`src/rtl/rm_lane_accumulator.sv`:
```
// Per-lane saturating event accumulator downstream of the RM event router.
// Two stages: registered per-lane popcount, then counter/hit/sat update with a single-lane read port.
module rm_lane_accumulator #(
   parameter int NUM_LANES  = 5,
   parameter int NUM_EVENTS = 10,
   parameter int CNT_WIDTH  = 32,
   localparam int LW = (NUM_LANES > 1) ? $clog2(NUM_LANES) : 1,
   localparam int IW = $clog2(NUM_EVENTS + 1)
) (
   input  logic                                   clk_i,
   input  logic                                   rst_i,
   input  logic                                   en_i,
   input  logic [NUM_EVENTS-1:0][NUM_LANES-1:0]   lane_vector_i,
   input  logic [NUM_LANES-1:0]                   lane_reset_i,
   input  logic [NUM_LANES-1:0][CNT_WIDTH-1:0]    threshold_i,
   input  logic [NUM_LANES-1:0]                   hit_clr_i,
   output logic [NUM_LANES-1:0]                   hit_o,
   output logic [NUM_LANES-1:0]                   sat_o,
   input  logic                                   rd_req_i,
   input  logic [LW-1:0]                          rd_lane_i,
   input  logic                                   rd_clear_i,
   output logic                                   rd_valid_o,
   output logic [CNT_WIDTH-1:0]                   rd_data_o,
   output logic                                   rd_err_o
);

   localparam int                   SW      = CNT_WIDTH + 1;
   localparam logic [CNT_WIDTH-1:0] CNT_MAX = '1;

   function automatic logic [IW-1:0] lane_popcount(
      input logic [NUM_EVENTS-1:0][NUM_LANES-1:0] vec,
      input int                                   lane
   );
      logic [IW-1:0] sum;
      sum = '0;
      for (int e = 0; e < NUM_EVENTS; e++) begin
         sum = sum + IW'(vec[e][lane]);
      end
      return sum;
   endfunction

   logic [NUM_LANES-1:0][IW-1:0]        inc_q, inc_d;
   logic [NUM_LANES-1:0]                rst_q, rst_d;
   logic [NUM_LANES-1:0][CNT_WIDTH-1:0] cnt_q, cnt_d;
   logic [NUM_LANES-1:0]                hit_q, hit_d;
   logic [NUM_LANES-1:0]                sat_q, sat_d;
   logic                                rd_valid_q, rd_valid_d;
   logic [CNT_WIDTH-1:0]                rd_data_q, rd_data_d;
   logic                                rd_err_q, rd_err_d;

   // Stage 1: per-lane event count, gated by the accumulate enable.
   always_comb begin
      inc_d = '0;
      rst_d = lane_reset_i;
      for (int l = 0; l < NUM_LANES; l++) begin
         if (en_i) begin
            inc_d[l] = lane_popcount(lane_vector_i, l);
         end else begin
            inc_d[l] = '0;
         end
      end
   end

   // Stage 2: lane reset beats read-clear beats saturating accumulation.
   always_comb begin
      logic [SW-1:0] sum_s;
      logic          rdclr_s;
      logic          hit_set_s;
      cnt_d     = cnt_q;
      hit_d     = hit_q;
      sat_d     = sat_q;
      sum_s     = '0;
      rdclr_s   = 1'b0;
      hit_set_s = 1'b0;
      for (int l = 0; l < NUM_LANES; l++) begin
         sum_s   = {1'b0, cnt_q[l]} + SW'(inc_q[l]);
         rdclr_s = rd_req_i & rd_clear_i & (rd_lane_i == LW'(l));
         if (rst_q[l]) begin
            cnt_d[l] = '0;
            sat_d[l] = 1'b0;
         end else if (rdclr_s) begin
            cnt_d[l] = CNT_WIDTH'(inc_q[l]);
            sat_d[l] = 1'b0;
         end else if (sum_s[CNT_WIDTH]) begin
            cnt_d[l] = CNT_MAX;
            sat_d[l] = 1'b1;
         end else begin
            cnt_d[l] = sum_s[CNT_WIDTH-1:0];
            sat_d[l] = sat_q[l];
         end
         // Edge-detected crossing only; a counter already above threshold never re-fires.
         hit_set_s = !rst_q[l] && (threshold_i[l] != '0) &&
                     (cnt_q[l] < threshold_i[l]) && (cnt_d[l] >= threshold_i[l]);
         if (rst_q[l]) begin
            hit_d[l] = 1'b0;
         end else if (hit_set_s) begin
            hit_d[l] = 1'b1;
         end else if (hit_clr_i[l]) begin
            hit_d[l] = 1'b0;
         end else begin
            hit_d[l] = hit_q[l];
         end
      end
   end

   // Read port: returns the pre-update counter of the requested lane.
   always_comb begin
      rd_valid_d = rd_req_i;
      rd_err_d   = 1'b0;
      rd_data_d  = '0;
      if (rd_req_i) begin
         if ({1'b0, rd_lane_i} >= (LW + 1)'(NUM_LANES)) begin
            rd_err_d = 1'b1;
         end else begin
            for (int l = 0; l < NUM_LANES; l++) begin
               if (rd_lane_i == LW'(l)) begin
                  rd_data_d = cnt_q[l];
               end else begin
                  rd_data_d = rd_data_d;
               end
            end
         end
      end else begin
         rd_err_d = 1'b0;
      end
   end

   // State registers with synchronous reset.
   always_ff @(posedge clk_i) begin
      if (rst_i) begin
         inc_q      <= '0;
         rst_q      <= '0;
         cnt_q      <= '0;
         hit_q      <= '0;
         sat_q      <= '0;
         rd_valid_q <= 1'b0;
         rd_data_q  <= '0;
         rd_err_q   <= 1'b0;
      end else begin
         inc_q      <= inc_d;
         rst_q      <= rst_d;
         cnt_q      <= cnt_d;
         hit_q      <= hit_d;
         sat_q      <= sat_d;
         rd_valid_q <= rd_valid_d;
         rd_data_q  <= rd_data_d;
         rd_err_q   <= rd_err_d;
      end
   end

   assign hit_o      = hit_q;
   assign sat_o      = sat_q;
   assign rd_valid_o = rd_valid_q;
   assign rd_data_o  = rd_data_q;
   assign rd_err_o   = rd_err_q;

endmodule

```
`config.mk`:
```
export PLATFORM = sky130hd
export DESIGN_NAME = rm_lane_accumulator
export DESIGN_NICKNAME = d
export VERILOG_FILES = /design/src/rtl/rm_lane_accumulator.sv
export SDC_FILE = /design/constraint.sdc
export NUM_CORES = 1
export LEC_CHECK = 0
export ABC_AREA = 1
export BUFFER_PORTS_ARGS = -buffer_cell sky130_fd_sc_hd__buf_2
export CAP_MARGIN = 25
export CORE_ASPECT_RATIO = 1.1
export CORE_UTILIZATION = 25
export CTS_CLUSTER_DIAMETER = 50
export DETAILED_ROUTE_END_ITERATION = 8
export GPL_ROUTABILITY_DRIVEN = 0
export GPL_TIMING_DRIVEN = 0
export PLACE_DENSITY = 0.5
export RECOVER_POWER = 25
export SYNTH_ARGS = -nofsm -noshare
export SYNTH_HDL_FRONTEND = slang
export SYNTH_SLANG_ARGS = --single-unit
```
`constraint.sdc`:
```
create_clock -name clk_i -period 3.38 [get_ports clk_i]
set_clock_uncertainty 0.1 [all_clocks]
set_input_delay 0.169 -clock clk_i [delete_from_list [all_inputs] [get_ports clk_i]]
set_output_delay 0.169 -clock clk_i [all_outputs]
set_load 0.05 [all_outputs]
```
==> metrics, run 1 <==
DRC violations left 0; Yosys top cell area share 20.0%; peak supply drop 0.000316 V; global-route wire length before repair 136000 microns; # clock sinks 229; Max-cap violations 0; sequential share of the synthesized area 20.0%; setup_tns 0 ns; Clk Latency, worst-skew pair 0.58 ns; number of placed I/O pins 272; vias in the first global route 23500; outcome finished, final reports clean; r2r startpoint cnt_q[32]$_SDFF_PP0_; Post-synth ARST share 0%; initial antenna violation count 8; largest area contributor in the netlist dfxtp_1; CP most frequent cell nand3_1; Final min period 3.26 ns; Crit. End Element flop; critical path fanouts, max 10; CP top delay family simple AND/OR/NAND/NOR gates; area delta synth->final 25.8%; Reg clk slew, reported paths 0.05 ns; Die Wd 291 microns; CTS root buf clkbuf_16; hold path depth 5; slowest stage delay, CP 0.36 ns; Worst Min Path Start lane_vector_i[33]; Max Slew Vio Count 0; required time worst endpoint 3.77 ns; worst slew pin tran 1.05 ns; CP arrival 3.65 ns; Die Ht 320 microns; worst path bufs/invs 3; Final Routed Wirelength 90700 microns; Post-Synthesis Cells 3612; post-synthesis area per instance 6.36 sq um; TritonCTS clock tree built; total global-route track usage 19.0%; ANT nets after route 0; num rows 116; Clock Path Buffers 3; mapped cell area 23000 sq um; DP HPWL 77000 microns; Worst setup SP type flop; nets 4621; Core ar. 91000 sq um; DIE AREA 93100 sq um; Worst Hold Class primary input to flop; Ys Warns 0; crit-path cells ha_4, fa_2, nand3_2, nand2_2, nand2_4, nor2_4, nand3_2, inv_2, nand2_4, buf_6, nand3_1, nand2_2, inv_1, ha_1, nand2_1, nor2_2, nand4_1, nor2_2, nand2_1, nand3_1, nand3_1, a21oi_1; DR WL/cell 17.3 microns; Yosys reg bits 229; Multi-input gate area 16200 sq um; grt ovf 0; Worst Setup SP cnt_q[32]$_SDFF_PP0_; fraction of layout cells with a size suffix above 1 16.3%; critical path class flop to flop; Setup violations, final 0; number of enable flip-flop cells after synthesis 0; post-route design area 28900 sq um; RSZ-0062 raised after global routing yes; post-synthesis cell type count 58; endpoints failing hold 0; slowest CP cell fa_2; WP depth 22; Power, Total 0.00928 W; port buffer count 271; Synth Flop Type dfxtp_1; power per cell area 321 nW/um^2; register area 4640 sq um; Fmax 307 MHz; most frequent cell after synthesis nand2_1; DR iter-0 viols 1688; Filler cells 10100; H-tree Lvls 2; synth cell count leaders nand2_1, inv_1, nor2_1; post-synth net total 4220; setup ws final 0.118 ns; Pleak 15.6 nW; Initial Utilization 25.2%; Reg2Reg Depth 22; DP Area 25800 sq um; total CTS buffers 45; Slew HR 29.8%; via count 24400; largest net degree at the start of global routing 13; Synth area leaders dfxtp_1, ha_1, nand2_1; final period utilization 96.5%; dpl ws -0.576 ns; iteration count of the initial detailed-routing pass 6; Via density 4.67
-- power breakdown --
part	switching [W]	internal (W)	total, W
registers	0.000118	0.00279	0.00291
logic	0.00104	0.000686	0.00173
clock network	0.00176	0.00289	0.00465
total	0.00292	0.00637	0.00928
-- registers in the layout, summed over array words and instances, names as in the netlist --
signal,flops
rst_q,5
rd_data_o,32
sat_o,5
cnt_q,160
rd_valid_o,1
inc_q,20
hit_o,5
rd_err_o,1
-- stage by stage --
step | instances | hold slack [ns] | util [%]
CTS | 5181 | 0.113 | 30.7
finish | 5229 | 0.134 | 31.7
detailed placement | 5064 | 0.278 | 28.4
global placement | 5063 | 0.276 | 28.3
global route | 5229 | 0.158 | 31.7
floorplan | 3612 | 0.152 | -
-- path summary, 6_finish.rpt --
check	to	slack (ns)
max reg2reg	hit_o[1]$_SDFFE_PP0P_	0.12
min	inc_q[13]$_SDFF_PP0_	0.13
max	hit_o[1]$_SDFFE_PP0P_	0.12
min reg2reg	hit_o[0]$_SDFFE_PP0P_	0.37
-- cell families after synthesis --
logic type,count (synthesis),share of synthesized area (%)
and+or+nand+nor,1795,33.6
buffers and inverters,746,12.5
AOI/OAI and AO/OA,406,9.93
adders and majority gates,380,21.8
DFF,229,20.0
xor gates and xnor gates,56,2.14
-- cell type report --
type / count / share of cell area (%)
diodes: 1 / 0.00866
plain buffers: 52 / 1.10
clock buffers: 50 / 4.07
clock inverters: 32 / 1.31
inverters: 694 / 9.06
multi-input cells: 2637 / 56.2
flip-flops and latches: 229 / 16.1
well taps: 1180 / 5.11
repair buffers: 354 / 7.06
-- what timing repair did --
| item | CTS | global route |
|---|---|---|
| setup endpoints to repair | 5 | 5 |
| endpoints found under the hold margin | 19 | 0 |
| gates cloned | 0 | 1 |
| pin swaps | 15 | 62 |
| buffers inserted | 14 | 46 |
| resized for setup | 77 | 179 |
| hold buffers | 21 | 0 |
-- routing by layer --
| metal | track usage, % | up-vias | wire, microns |
|---|---|---|---|
| met3 | 2.77 | 159 | 5560 |
| met5 | 0 | - | 64 |
| met4 | 6.56 | 10 | 3130 |
| li1 | - | 12300 | - |
| met2 | 33.1 | 748 | 42700 |
| met1 | 23.8 | 11200 | 39200 |
-- worst register-to-register path, stage by stage (launching register included) --
cell and delay, ns:
dfxtp_2 0.34, ha_4 0.18, fa_2 0.37, nand3_2 0.10, nand2_2 0.09, nand2_4 0.13
nor2_4 0.07, nand3_2 0.08, inv_2 0.07, nand2_4 0.09, buf_6 0.16, nand3_1 0.17
nand2_2 0.11, inv_1 0.05, ha_1 0.26, nand2_1 0.08, nor2_2 0.15, nand4_1 0.11
nor2_2 0.12, nand2_1 0.06, nand3_1 0.08, nand3_1 0.07, a21oi_1 0.13
-- cell usage in the layout (no fill, tap or decap), drive strengths merged, types with 21 or more instances in the layout --
cell / synthesis / routed
a21oi: 210 / 210
a31oi: 35 / 35
buf: 34 / 318
clkbuf: 18 / 117
dfxtp: 229 / 229
dlygate4sd3: 0 / 21
fa: 35 / 35
ha: 345 / 345
inv: 693 / 707
nand2: 960 / 960
nand3: 173 / 173
nand4: 67 / 67
nor2: 427 / 427
nor3: 111 / 111
o21ai: 83 / 83
o22ai: 25 / 25
or2: 21 / 21
xor2: 43 / 43
No activity file was read; power rests on OpenSTA's default activity.
==> inputs of run 2 (changes only) <==
--- a/config.mk
+++ b/config.mk
@@ -6,7 +6,7 @@
 export NUM_CORES = 1
 export LEC_CHECK = 0
 export ABC_AREA = 1
-export BUFFER_PORTS_ARGS = -buffer_cell sky130_fd_sc_hd__buf_2
+export BUFFER_PORTS_ARGS = -buffer_cell sky130_fd_sc_hd__buf_4
 export CAP_MARGIN = 25
 export CORE_ASPECT_RATIO = 1.1
 export CORE_UTILIZATION = 25
==> run 2 against run 1 <==
Effect of this change: clock power up 1%; combinational power rose by 6%; first-iteration DRC count grew 7.5%; sequential power about the same; power rose by 1.8%; flip-flop and latch count is the same; clock-buffer cell count is 1 higher; final area increased by 2.8%; via count up 0.85%; sequential share of layout area decreased by 0.44 points; critical path depth did not move; critical path type unchanged; largest cell class unchanged; highest routed layer unchanged.
==> metrics, run 2 (same netlist as run 1, synthesis figures left out) <==
outcome finished, final reports clean (unchanged); Max-cap violations 0 (unchanged); grt ovf 0 (unchanged); DR WL/cell 17.5 microns (was 17.3 microns); RSZ-0062 raised after global routing yes (unchanged); Via density 4.70 (was 4.67); register name with the most flops cnt_q (unchanged); most frequent cells in the layout nand2_1, inv_1, nor2_1 (unchanged); total global-route track usage 18.9% (was 19.0%); DRC violations left 0 (unchanged); CTS root buf clkbuf_16 (unchanged); Clk Latency, worst-skew pair 0.59 ns (was 0.58 ns); nets 4632 (was 4621); Final Routed Wirelength 91600 microns (was 90700 microns); global-route wire length before repair 135000 microns (was 136000 microns); DP HPWL 77000 microns (about the same); Logic pwr share 19.3% (was 18.6%); Die Wd 291 microns (unchanged); Worst Hold Class primary input to flop (unchanged); TritonCTS clock tree built (unchanged); Reg clk slew, reported paths 0.06 ns (was 0.05 ns); Final min period 3.30 ns (was 3.26 ns); vias in the first global route 23200 (was 23500); final core utilization 32.6% (was 31.7%); register area 4640 sq um (about the same); Pleak 15.9 nW (was 15.6 nW); worst slew pin tran 0.996 ns (was 1.05 ns); Max Slew Vio Count 0 (unchanged); sw frac 31.4% (about the same); Largest register FFs 160 (unchanged); switching pwr 0.00296 W (was 0.00292 W); critical path fanouts, max 5 (was 10); Setup violations, final 0 (unchanged); endpoints failing hold 0 (unchanged); H-tree Lvls 2 (unchanged); Worst setup SP type flop (unchanged); number of placed I/O pins 272 (unchanged); clock share of power 49.9% (was 50.1%); largest net degree at the start of global routing 13 (unchanged); Reg2Reg Setup Slack 0.08 ns (was 0.12 ns); num rows 116 (unchanged); required time worst endpoint 3.80 ns (was 3.77 ns); Filler cells 10000 (was 10100); Slew HR 33.6% (was 29.8%); Initial Utilization 25.2% (unchanged); Core ar. 91000 sq um (unchanged); final period utilization 97.7% (was 96.5%); Sequential Power Share 30.8% (was 31.3%); Cells after DPL 5064 (unchanged); area delta synth->final 29.3% (was 25.8%); DIE AREA 93100 sq um (unchanged); Multi-input gate area 16400 sq um (was 16200 sq um); # clock sinks 229 (unchanged); port buffer count 271 (unchanged); Die Ht 320 microns (unchanged); DR iter-0 viols 1814 (was 1688); DP Area 26500 sq um (was 25800 sq um); Pint 0.00648 W (was 0.00637 W); via count 24600 (was 24400); total CTS buffers 45 (unchanged); fraction of layout cells with a size suffix above 1 16.7% (was 16.3%); Fmax 303 MHz (was 307 MHz); Power, Total 0.00945 W (was 0.00928 W); post-route design area 29700 sq um (was 28900 sq um); ANT nets after route 0 (unchanged); Crit. End Element flop (unchanged); fin cells 5243 (was 5229); iteration count of the initial detailed-routing pass 6 (unchanged); Clock Path Buffers 3 (unchanged); CP arrival 3.72 ns (was 3.65 ns); critical path class flop to flop (unchanged); initial antenna violation count 8 (unchanged); peak supply drop 0.000286 V (was 0.000316 V); most common cell after layout, fill and taps aside nand2_1 (unchanged); power per cell area 318 nW/um^2 (was 321 nW/um^2)
[run 2: cell type report]
type	count	share of cell area (%)
clock inverters	33	1.32
diodes	2	0.0169
inverters	694	8.83
multi-input cells	2637	55.1
repair buffers	365	9.07
well taps	1180	4.97
plain buffers	52	1.10
flip-flops and latches	229	15.6
clock buffers	51	4.01
[run 2: metal layers]
layer	vias to the layer above	wire length, microns	global-route usage [%]
met5	-	184	0
li1	12400	-	-
met1	11300	39400	23.9
met4	8	2930	5.81
met2	825	43300	33.1
met3	158	5760	2.51
[run 2: path summary, 6_finish.rpt]
| kind | from | to | cells after the start |
|---|---|---|---|
| setup / recovery | inc_q[8]$_SDFF_PP0_ | hit_o[2]$_SDFFE_PP0P_ | 22 |
| hold / removal | rd_lane_i[2] | rd_data_o[9]$_SDFF_PP0_ | 5 |
| setup reg to reg | inc_q[8]$_SDFF_PP0_ | hit_o[2]$_SDFFE_PP0P_ | 22 |
| hold reg to reg | hit_o[3]$_SDFFE_PP0P_ | hit_o[3]$_SDFFE_PP0P_ | 2 |
[run 2: worst max-delay path, stage by stage (launching register included)]
cell and delay [ns]:
dfxtp_4 0.36, ha_4 0.17, fa_2 0.39, nand3_2 0.08
nand2_2 0.08, nand3_4 0.10, nor2_8 0.06, nand3b_4 0.10
nor2_4 0.05, nand2_4 0.08, inv_4 0.06, buf_12 0.14
nor2_2 0.12, nor2_1 0.06, ha_1 0.29, nand2_2 0.08
nor2_4 0.14, nand4_1 0.19, nor2_1 0.17, nand2_1 0.09
nand3_2 0.08, nand3_2 0.08, a21oi_2 0.13
[run 2: power by group through the flow]
stage	Clock, W	Combinational, W	Sequential [W]
after floorplan	0	0.00105	0.00289
after global placement	0	0.00168	0.00294
after detailed placement	0	0.00171	0.00294
after CTS	0.00478	0.00175	0.00289
after global routing	0.00490	0.00207	0.00291
final	0.00471	0.00183	0.00291
[run 2: metrics by stage]
step	setup WS [ns]	TNS [ns]	hold WS (ns)
2_1_floorplan	0.332	0	0.152
3_3_place_gp	-0.562	-1.80	0.274
3_5_place_dp	-0.551	-1.69	0.278
4_1_cts	0.00130	0	0.0950
5_1_grt	-0.0710	-0.203	0.114
6_report	0.0788	0	0.118
[run 2: repair_timing]
item,CTS,global route
setup buffers,13,55
gates resized for setup,72,199
hold buffers,22,0
cloned,0,3
endpoints found under the setup margin,5,5
hold endpoints to repair,21,0
pin swaps,11,83
==> inputs of run 3 (changes only) <==
--- a/config.mk
+++ b/config.mk
@@ -6,15 +6,17 @@
 export NUM_CORES = 1
 export LEC_CHECK = 0
 export ABC_AREA = 1
-export BUFFER_PORTS_ARGS = -buffer_cell sky130_fd_sc_hd__buf_4
 export CAP_MARGIN = 25
+export CELL_PAD_IN_SITES_DETAIL_PLACEMENT = 1
+export CELL_PAD_IN_SITES_GLOBAL_PLACEMENT = 1
 export CORE_ASPECT_RATIO = 1.1
 export CORE_UTILIZATION = 25
 export CTS_CLUSTER_DIAMETER = 50
 export DETAILED_ROUTE_END_ITERATION = 8
+export DONT_BUFFER_PORTS = 1
 export GPL_ROUTABILITY_DRIVEN = 0
 export GPL_TIMING_DRIVEN = 0
-export PLACE_DENSITY = 0.5
+export PLACE_DENSITY = 0.59
 export RECOVER_POWER = 25
 export SYNTH_ARGS = -nofsm -noshare
 export SYNTH_HDL_FRONTEND = slang
==> run 3 against run 2 <==
Effect of this change: first-iteration DRC count down 43%; sequential power barely moved; critical path type unchanged; clock-buffer cell count grew 2; power down 0.60%; critical endpoint is now hit_o[1]$_SDFFE_PP0P_; maximum frequency decreased by 0.65%; highest routed layer unchanged.
==> metrics, run 3 (same netlist as run 1, synthesis figures left out) <==
iteration count of the initial detailed-routing pass 5 (was 6); total CTS buffers 47 (was 45); Logic pwr share 17.2% (was 19.3%); critical path fanouts, max 4 (was 5); area delta synth->final 21.4% (was 29.3%); port buffer count 0 (was 271); Cells after DPL 4793 (was 5064); Setup violations, final 0 (unchanged); H-tree Lvls 2 (unchanged); nets 4359 (was 4632); number of placed I/O pins 272 (unchanged); Reg clk slew, reported paths 0.06 ns (about the same); RSZ-0062 raised after global routing yes (unchanged); vias in the first global route 24200 (was 23200); Crit. End Element flop (unchanged); # clock sinks 229 (unchanged); Initial Utilization 25.2% (unchanged); Slew HR 29.1% (was 33.6%); register name with the most flops cnt_q (unchanged); num rows 116 (unchanged); Pleak 14.8 nW (was 15.9 nW); critical path class flop to flop (unchanged); Final min period 3.32 ns (was 3.30 ns); Core ar. 91000 sq um (unchanged); switching pwr 0.00300 W (was 0.00296 W); Max-cap violations 0 (unchanged); CP arrival 3.74 ns (was 3.72 ns); DRC violations left 0 (unchanged); most common cell after layout, fill and taps aside nand2_1 (unchanged); power per cell area 337 nW/um^2 (was 318 nW/um^2); worst slew pin tran 1.06 ns (was 0.996 ns); endpoints failing hold 0 (unchanged); sw frac 32.0% (was 31.4%); fraction of layout cells with a size suffix above 1 12.5% (was 16.7%); Pint 0.00639 W (was 0.00648 W); Clock Path Buffers 3 (unchanged); ANT nets after route 0 (unchanged); DR iter-0 viols 1028 (was 1814); Final Routed Wirelength 97700 microns (was 91600 microns); Largest register FFs 160 (unchanged); DR WL/cell 19.7 microns (was 17.5 microns); DIE AREA 93100 sq um (unchanged); DP HPWL 82600 microns (was 77000 microns); grt ovf 0 (unchanged); final period utilization 98.3% (was 97.7%); Sequential Power Share 31.0% (was 30.8%); largest net degree at the start of global routing 14 (was 13); outcome finished, final reports clean (unchanged); required time worst endpoint 3.79 ns (was 3.80 ns); total global-route track usage 20.6% (was 18.9%); slowest CP cell fa_2 (unchanged); Max Slew Vio Count 0 (unchanged); Worst Hold Class primary input to flop (unchanged); CTS root buf clkbuf_16 (unchanged); Via density 4.76 (was 4.70); Die Wd 291 microns (unchanged); global-route wire length before repair 146000 microns (was 135000 microns); TritonCTS clock tree built (unchanged); setup_tns 0 ns (unchanged); slowest stage delay, CP 0.42 ns (was 0.39 ns); Die Ht 320 microns (unchanged); Clk Latency, worst-skew pair 0.61 ns (was 0.59 ns); peak supply drop 0.000329 V (was 0.000286 V); fin cells 4971 (was 5243); Fmax 301 MHz (was 303 MHz); clock share of power 51.8% (was 49.9%); initial antenna violation count 4 (was 8); Worst setup SP type flop (unchanged); via count 23700 (was 24600); crit-path cells ha_4, fa_2, nand3_2, nand2_2, nand2_4, nor2_4, nand3_2, inv_4, nand2_8, clkinvlp_4, a21oi_2, nor2_1, ha_1, nand2_2, nor2_2, nand4_1, nor2_2, nand2_1, nand3_1, nand3_1, a21oi_1 (was ha_4, fa_2, nand3_2, nand2_2, nand3_4, nor2_8, nand3b_4, nor2_4, nand2_4, inv_4, buf_12, nor2_2, nor2_1, ha_1, nand2_2, nor2_4, nand4_1, nor2_1, nand2_1, nand3_2, nand3_2, a21oi_2); most frequent cells in the layout nand2_1, inv_1, nor2_1 (unchanged)
run 3: path summary, 6_finish.rpt:
| check | endpoint | startpoint | slack, ns | cells past startpoint |
|---|---|---|---|---|
| min reg2reg | rd_data_o[3]$_SDFF_PP0_ | cnt_q[99]$_SDFF_PP0_ | 0.49 | 2 |
| max | hit_o[1]$_SDFFE_PP0P_ | cnt_q[32]$_SDFF_PP0_ | 0.06 | 21 |
| min | inc_q[1]$_SDFF_PP0_ | lane_vector_i[20] | 0.02 | 4 |
| max reg2reg | hit_o[1]$_SDFFE_PP0P_ | cnt_q[32]$_SDFF_PP0_ | 0.06 | 21 |
run 3: per-stage QoR:
stage	power [W]	cell area, sq um	setup WS [ns]	util [%]	hold slack, ns
after floorplan	0.00394	23000	0.332	-	0.152
after CTS	0.00942	26800	-0.0126	29.4	0.00640
after global placement	0.00441	24400	-0.613	26.9	0.182
after detailed placement	0.00445	24500	-0.618	26.9	0.181
final	0.00939	27900	0.0573	30.6	0.0160
after global routing	0.00985	27900	-0.121	30.6	0.0479
run 3: worst max-delay path: cells and delay by family (launching register included):
kind	cells	cell delay [ns]
buffers and inverters	2	0.24
and+or+nand+nor	14	1.34
DFF	1	0.35
adders and majority gates	3	0.89
AOI/OAI and AO/OA	2	0.31
run 3: layout make-up:
class | instances | area (sq um)
Buffer | 52 | 329
Fill cell | 11500 | 63100
Timing Repair Buffer | 89 | 791
Multi-Input combinational cell | 2637 | 16400
Clock inverter | 34 | 372
Inverter | 694 | 2620
Timing Repair inverter | 1 | 6.26
Tap cell | 1180 | 1480
Sequential cell | 229 | 4650
Clock buffer | 53 | 1260
Antenna cell | 2 | 5.00
run 3: what timing repair did:
| item | in CTS | in global routing |
|---|---|---|
| setup endpoints to repair | 5 | 5 |
| pin swaps | 19 | 76 |
| endpoints found under the hold margin | 35 | 0 |
| hold buffers | 25 | 0 |
| gates cloned | 0 | 4 |
| buffers inserted | 21 | 39 |
| resized for setup | 91 | 203 |
run 3: layer usage:
layer | wire length, microns | track usage, % | vias to the layer above
li1 | - | - | 11800
met1 | 42200 | 25.5 | 11300
met2 | 48400 | 37.1 | 448
met3 | 4760 | 2.93 | 126
met4 | 2340 | 4.75 | 2
met5 | 13 | 0 | -
run 3: power by group through the flow:
stage | Combinational, W | Sequential [W] | Clock (W)
3_3_place_gp | 0.00146 | 0.00295 | 0
3_5_place_dp | 0.00150 | 0.00294 | 0
6_report | 0.00161 | 0.00291 | 0.00486
5_1_grt | 0.00185 | 0.00292 | 0.00508
2_1_floorplan | 0.00105 | 0.00289 | 0
4_1_cts | 0.00155 | 0.00289 | 0.00498
